## src/rtl/riscv_pkg.sv

```systemverilog
// riscv_pkg: shared writeback types for the ALU/LSU regfile write-port arbiter.
package riscv_pkg;

    localparam int unsigned XLEN         = 32;
    localparam int unsigned STARVE_CNT_W = 4;

    typedef struct packed {
        logic            valid;
        logic [4:0]      rd;
        logic [XLEN-1:0] data;
    } wb_req_t;

    typedef enum logic {
        NORMAL,
        FORCE_LSU
    } wb_arb_state_t;

    // x0 is hardwired to zero, so a completed request only writes for rd != 0
    function automatic logic wb_writes(input wb_req_t r);
        return r.valid && (r.rd != 5'd0);
    endfunction

endpackage

```

## src/rtl/wb_age_counter.sv

```systemverilog
// wb_age_counter: counts consecutive cycles an LSU writeback is stalled and
// flags the cycle whose stall makes the count reach LIMIT.
module wb_age_counter
    import riscv_pkg::*;
#(
    parameter int unsigned LIMIT = 4
) (
    input  logic clk,
    input  logic rst,
    input  logic i_lose,
    input  logic i_clear,
    output logic o_hit
);

    logic [STARVE_CNT_W-1:0] r_starve_cnt;

    assign o_hit = i_lose && (r_starve_cnt == STARVE_CNT_W'(LIMIT - 1));

    always_ff @(posedge clk or posedge rst) begin
        if (rst)
            r_starve_cnt <= '0;
        else if (i_clear)
            r_starve_cnt <= '0;
        else if (i_lose && r_starve_cnt != '1)
            r_starve_cnt <= r_starve_cnt + 1'b1;
    end

endmodule

```

## src/rtl/wb_arbiter.sv

```systemverilog
// wb_arbiter: two-requester (ALU, LSU) arbiter for the single regfile write port.
// Define WB_STARVE_GUARD_EN to add the LSU anti-starvation FSM; otherwise ALU has strict priority.
module wb_arbiter
    import riscv_pkg::*;
#(
    parameter int unsigned STARVE_LIMIT = 4
) (
    input  logic            clk,
    input  logic            rst,
    input  logic            alu_valid,
    input  logic [4:0]      alu_rd,
    input  logic [XLEN-1:0] alu_data,
    output logic            alu_ready,
    input  logic            lsu_valid,
    input  logic [4:0]      lsu_rd,
    input  logic [XLEN-1:0] lsu_data,
    output logic            lsu_ready,
    output logic            rf_wr_en,
    output logic [4:0]      rf_rd,
    output logic [XLEN-1:0] rf_write_data
);

    if (STARVE_LIMIT < 2 || STARVE_LIMIT > 15) begin : g_bad_limit
        $error("wb_arbiter: STARVE_LIMIT must be in 2..15");
    end

    logic    w_force;
    logic    w_alu_hs;
    logic    w_lsu_hs;
    wb_req_t w_win;

    // Readies are mutually exclusive whenever both sides are valid, so one handshake at most
    assign alu_ready = !(lsu_valid && w_force);
    assign lsu_ready = !alu_valid || w_force;
    assign w_alu_hs  = alu_valid && alu_ready;
    assign w_lsu_hs  = lsu_valid && lsu_ready;
    assign w_win     = w_lsu_hs ? '{valid: 1'b1, rd: lsu_rd, data: lsu_data}
                                : '{valid: w_alu_hs, rd: alu_rd, data: alu_data};

`ifdef WB_STARVE_GUARD_EN
    wb_arb_state_t r_state;
    logic          w_hit;

    wb_age_counter #(
        .LIMIT(STARVE_LIMIT)
    ) u_age (
        .clk    (clk),
        .rst    (rst),
        .i_lose (lsu_valid && !lsu_ready),
        .i_clear(w_lsu_hs || !lsu_valid),
        .o_hit  (w_hit)
    );

    always_ff @(posedge clk or posedge rst) begin
        if (rst)
            r_state <= NORMAL;
        else if (r_state == NORMAL && w_hit)
            r_state <= FORCE_LSU;
        else if (r_state == FORCE_LSU && (w_lsu_hs || !lsu_valid))
            r_state <= NORMAL;
    end

    assign w_force = (r_state == FORCE_LSU);
`else
    assign w_force = 1'b0;
`endif

    always_ff @(posedge clk or posedge rst) begin
        if (rst) begin
            rf_wr_en      <= 1'b0;
            rf_rd         <= '0;
            rf_write_data <= '0;
        end else begin
            rf_wr_en <= wb_writes(w_win);
            if (w_win.valid) begin
                rf_rd         <= w_win.rd;
                rf_write_data <= w_win.data;
            end
        end
    end

endmodule

```

## config.mk

```make
export PLATFORM = sky130hd
export DESIGN_NAME = wb_arbiter
export DESIGN_NICKNAME = d
export VERILOG_FILES = /design/src/rtl/riscv_pkg.sv /design/src/rtl/wb_age_counter.sv /design/src/rtl/wb_arbiter.sv
export SDC_FILE = /design/constraint.sdc
export NUM_CORES = 1
export LEC_CHECK = 0
export ABC_AREA = 1
export BUFFER_PORTS_ARGS = -buffer_cell sky130_fd_sc_hd__buf_4
export CORE_AREA = 2 2 73 75
export DETAILED_ROUTE_END_ITERATION = 7
export DIE_AREA = 0 0 75 77
export GPL_ROUTABILITY_DRIVEN = 1
export PLACE_DENSITY = 0.71
export SETUP_SLACK_MARGIN = 0.5
export SLEW_MARGIN = 25
export SYNTH_ARGS = -nofsm -noshare
export SYNTH_HDL_FRONTEND = slang
export SYNTH_SLANG_ARGS = --single-unit
```

## constraint.sdc

```tcl
create_clock -name clk -period 1 [get_ports clk]
set_input_delay 0.2 -clock clk [delete_from_list [all_inputs] [get_ports clk]]
set_output_delay 0.2 -clock clk [all_outputs]
set_load 0.005 [all_outputs]
```

# Yosys cells after proc, flatten, opt, wreduce, memory -nomap -nowiden
# Cells that the tools add are included.
[classes]
reduce_logical = 4
muxes = 1
[ops]
columns = ["operator", "n"]
rows = [
  ["2-to-1 mux 38 bit", 1],
  ["nonzero test 5 bit", 1],
  ["logical AND 1 bit", 2],
  ["zero test 1 bit", 1],
]
[totals]
output_inout_bits = 40
regBits = 38
input_bits = 78
word_cells = 8

# Logic depth before layout (Yosys ltp)
[depth]
ltp_word = 5
mapped_depth = 8
depth_no_buf = 7

# Worst setup path before layout
# No wires, ideal clock.
[synth_timing]
path_kind = "in2reg"
start = "input alu_valid"
end = "register rf_rd[0]"
required_ps = 883
setup_ps = 117
path_slack_ps = 43
path_buffers = 2
arrival_ps = 840
stages = 5
cell_sequence = "buf_6 > or2_4 > clkinv_8 > buf_12 > o21ai_2"
[synth_between]
elab_chain_cells = 3
[synth_rtl]
columns = ["item", "line_no", "source"]
rows = [
  ["start: declaration", "wb_arbiter.sv:10", "input logic alu_valid,"],
  ["zero test 1 bit", "wb_arbiter.sv:34", "assign lsu_ready = !alu_valid || w_force;"],
  ["logical AND 1 bit", "wb_arbiter.sv:36", "assign w_lsu_hs = lsu_valid && lsu_ready;"],
  ["2-to-1 mux 38 bit (*)", "wb_arbiter.sv:37", "assign w_win = w_lsu_hs ? '{valid: 1'b1, rd: lsu_rd, data: lsu_data}"],
  ["end signal: assignment", "wb_arbiter.sv:76", "rf_rd <= w_win.rd;"],
  ["end: declaration", "wb_arbiter.sv:19", "output logic [4:0] rf_rd,"],
]
# Mark *: on every way between the ends. The rest lies on a longest branch, timed or not.
# A chain may end at the register's enable or synchronous reset.

# Final worst setup path
[layout_timing]
start = "register rf_write_data[25]"
end = "output rf_write_data[25]"
[layout_lines]
columns = ["item", "line_no", "source"]
rows = [
  ["start: declaration", "wb_arbiter.sv:20", "output logic [XLEN-1:0] rf_write_data"],
  ["start signal: assignment", "wb_arbiter.sv:77", "rf_write_data <= w_win.data;"],
]
# No word-level cell between the ends.

==> impl_summary.md <==
Setup path
Counting cells, the worst reg-to-reg path comes to 4. Data on the critical path is required at its endpoint by 0.80 ns. The path type of the worst setup path is reg2out. The highest net fanout along the worst path is 2. Across all register-to-register paths, the minimum setup slack is ~0.12 ns. The launching element type of the critical path is a register. The critical path's slowest cell is dfrtp_1. At the worst endpoint, the arrival time is 0.83 ns. The cell family contributing the most delay on the critical path is flip-flops. In this design, the stage delay of the slowest critical-path cell is 0.41 ns. The worst register-to-register path begins at rf_write_data[18]$_DFFE_PP0P_. Walking the worst path, the cells encountered are buf_6. The number of logic stages on the critical path including buffering is 1. STA classifies the critical path endpoint as an output pin. Together, buffers and inverters on the worst path number 1. In this run the critical register-to-register path is captured at rf_write_data[18]$_DFFE_PP0P_.

Detailed routing
The total DRC errors in the routed layout is 0. The routed wirelength normalized by instance count is 13.4 µm. The first TritonRoute pass finished after 4 iterations. The number of violations reported at the end of detailed-routing iteration 0 is 60.

In this run the remaining antenna-violating nets after routing total 0. The total vias in the final route is approximately 2000. Summed over all layers, the routed wires come to 5.98 mm. The via-per-instance ratio is 4.50.

Yosys
After synthesis, the most frequently instantiated cells are 102 x nand2_1, 38 x dfrtp_1, 32 x nand3_1, 8 x inv_1, 8 x nand2_2. The dominant synthesized flop cell is dfrtp_1. By area the synthesized netlist is led by dfrtp_1 52%, nand2_1 21%, nand3_1 8.7%. The portion of the post-synthesis area used by sequential elements is 51.7%.

Synthesis handed over a netlist of 219 instances. When the netlist entered floorplanning its net count stood at 297. The biggest area contributor in the post-synthesis netlist is dfrtp_1. The most common cell in the netlist is nand2_1. The fraction of synthesis flops using an asynchronous set or reset pin is 100%. The synthesized design contains 0 enable-type register cells. The mean post-synth cell area is roughly 8.4 µm².

Synthesis inferred 38 register bits. The synthesized area is ~1800 µm². Yosys printed 0 warnings. The synthesized netlist contains 21 unique library cells. Summed over its instances, the top area cell type makes up ~52% of the synthesized netlist area.

Global route
Entering global routing, the biggest net connects 39 pins. The number of global-route vias before repair came to 1977. The first global-routing pass estimated approximately 9.0 mm of wire. For this run the aggregate overflow at the end of global routing stands at 0.

The total routing usage reported by global routing is 20.6%. The number of antenna violations at the first check in global routing is 0.

Job
Across the run, the number of max-cap violations was 0.

Finish
In the final design database the tool counted 454 nets. The number of antenna diodes in the final layout is 0. In the final layout, the share of cells above drive strength 1 is just over 60%. The number of fill cells in the layout is 398. Relative to the synthesized area, the layout overhead comes to 97.3%.

Placed design
The number of port buffers is 116. The congestion estimate from routability-driven global placement came to between 0.7 and 0.8. The half-perimeter wire length after placement is 3.32 mm. The worst slack at placement is -0.168 ns.

STA
Hold timing on the final database bottoms out at a slack of -0.0486 ns. The final worst slack is -0.0283 ns. Setup violations remaining at the end of the flow were counted as 31.

The final clock period utilization by the worst path is 103%. The final count of pins violating max slew is 0. The number of hold violations in the final report is 38. The smallest clock period supported by the final layout is computed as 1.03 ns. The highest achievable clock rate is 972 MHz. The sum of negative setup slack is -0.320 ns. The setup clock skew after layout is 0 ns. Setup repair after global routing could not meet its margin everywhere.

Power and ir drop
The power density over cell area is 1160 nW/µm². The standby leakage power is around 1.9 nW. IR analysis of the VDD net gives a maximum drop of 0.000600 V.

Floorplanning
The number of top-level design ports is 118. The total area inside the core boundary comes to 4980 µm². Row generation in the floorplan step produced 26 rows. The effective utilization at floorplan is 37.0%. The die width is 75 µm.

The total die area is 5780 µm². In this run the vertical extent of the chip is 77 µm.

Clock tree
The later-pin clock latency in the skew report is 0.28 ns. TritonCTS created 5 clock buffers. The deepest clock path buffer count is 2. The CTS tree is done. Clock tree synthesis selected as its root buffer the cell clkbuf_8. The clock sink total is 38. The H-tree depth is 2. The post-CTS clock slew at the launch and capture registers of the worst setup and hold paths is 0.07 ns.

Hold path
The class of the tightest hold or removal check is in2async.

Status
The run finished, with violations left. The final reports fail on hold timing, setup timing.
report_power, final:
part / switching (mW) / internal, mW / total, mW
Combinational: 0.487 / 0.840 / 1.33
Sequential: 0.126 / 1.68 / 1.81
Clock: 0.517 / 0.556 / 1.07
sequential cells by signal (all words and copies together) (netlist names):
name and cells:
rf_rd 5, rf_write_data 32, rf_wr_en 1
stage by stage:
step	std cells	utilization (%)	cell area (µm²)	power, mW
after floorplan	219	-	1850	2.13
after global placement	404	56.0	2790	2.65
after detailed placement	404	56.0	2790	2.67
after CTS	434	67.5	3360	4.07
after global routing	447	73.0	3630	4.44
final	447	73.0	3630	4.21
how the worst max path moves through the flow:
stage / startpoint / to / slack [ns]
after global routing: rf_write_data[25]$_DFFE_PP0P_ / rf_write_data[25] / -0.06
after CTS: rf_write_data[6]$_DFFE_PP0P_ / rf_write_data[6] / -0.02
after floorplan: alu_valid / rf_rd[4]$_DFFE_PP0P_ / 0.07
after detailed placement: alu_valid / rf_write_data[6]$_DFFE_PP0P_ / -0.17
final: rf_write_data[25]$_DFFE_PP0P_ / rf_write_data[25] / -0.03
after global placement: alu_valid / rf_write_data[6]$_DFFE_PP0P_ / -0.15
cells by family (layout without fill, tap and decap cells):
logic type / count (synthesis) / count (layout) / share of synthesized area [%]
other: 1 / 1 / 0.204
AOI/OAI and AO/OA: 7 / 7 / 3.33
DFF: 38 / 38 / 51.7
and+or+nand+nor: 150 / 150 / 35.8
buffers and inverters: 23 / 181 / 9.04
cell type report:
type / count / area (µm²) / share of cell area [%]
sequential: 38 / 951 / 26.2
clock inverter: 1 / 5.00 / 0.138
tap: 70 / 87.6 / 2.41
inverter: 11 / 70.1 / 1.93
clock buffer: 7 / 86.3 / 2.38
multi-input combinational: 158 / 897 / 24.7
timing repair buffer: 156 / 1450 / 40.0
timing repair inverter: 6 / 82.6 / 2.27
cell usage in the layout, fill, tap and decap left out, drive strengths merged:
cell        n
buf       156
clkbuf      7
clkinv      8
clkinvlp    1
conb        1
dfrtp      38
inv         9
nand2     111
nand3      35
nand3b      1
nor2        2
o21ai       7
or2         1
per-layer routing:
metal / GRT usage [%] / up-vias / routed length (µm)
met5: 0 / - / 0
met4: 5.00 / 0 / 46
met3: 6.57 / 6 / 420
met2: 36.1 / 68 / 3220
met1: 23.8 / 940 / 2290
li1: - / 996 / -
repair_timing:
action	CTS	global route
endpoints found under the setup margin	77	77
gates resized for setup	75	44
gates cloned	6	0
hold endpoints to repair	38	38
pin swaps	19	9
buffers inserted	16	13
No activity file was read; power rests on OpenSTA's default activity.
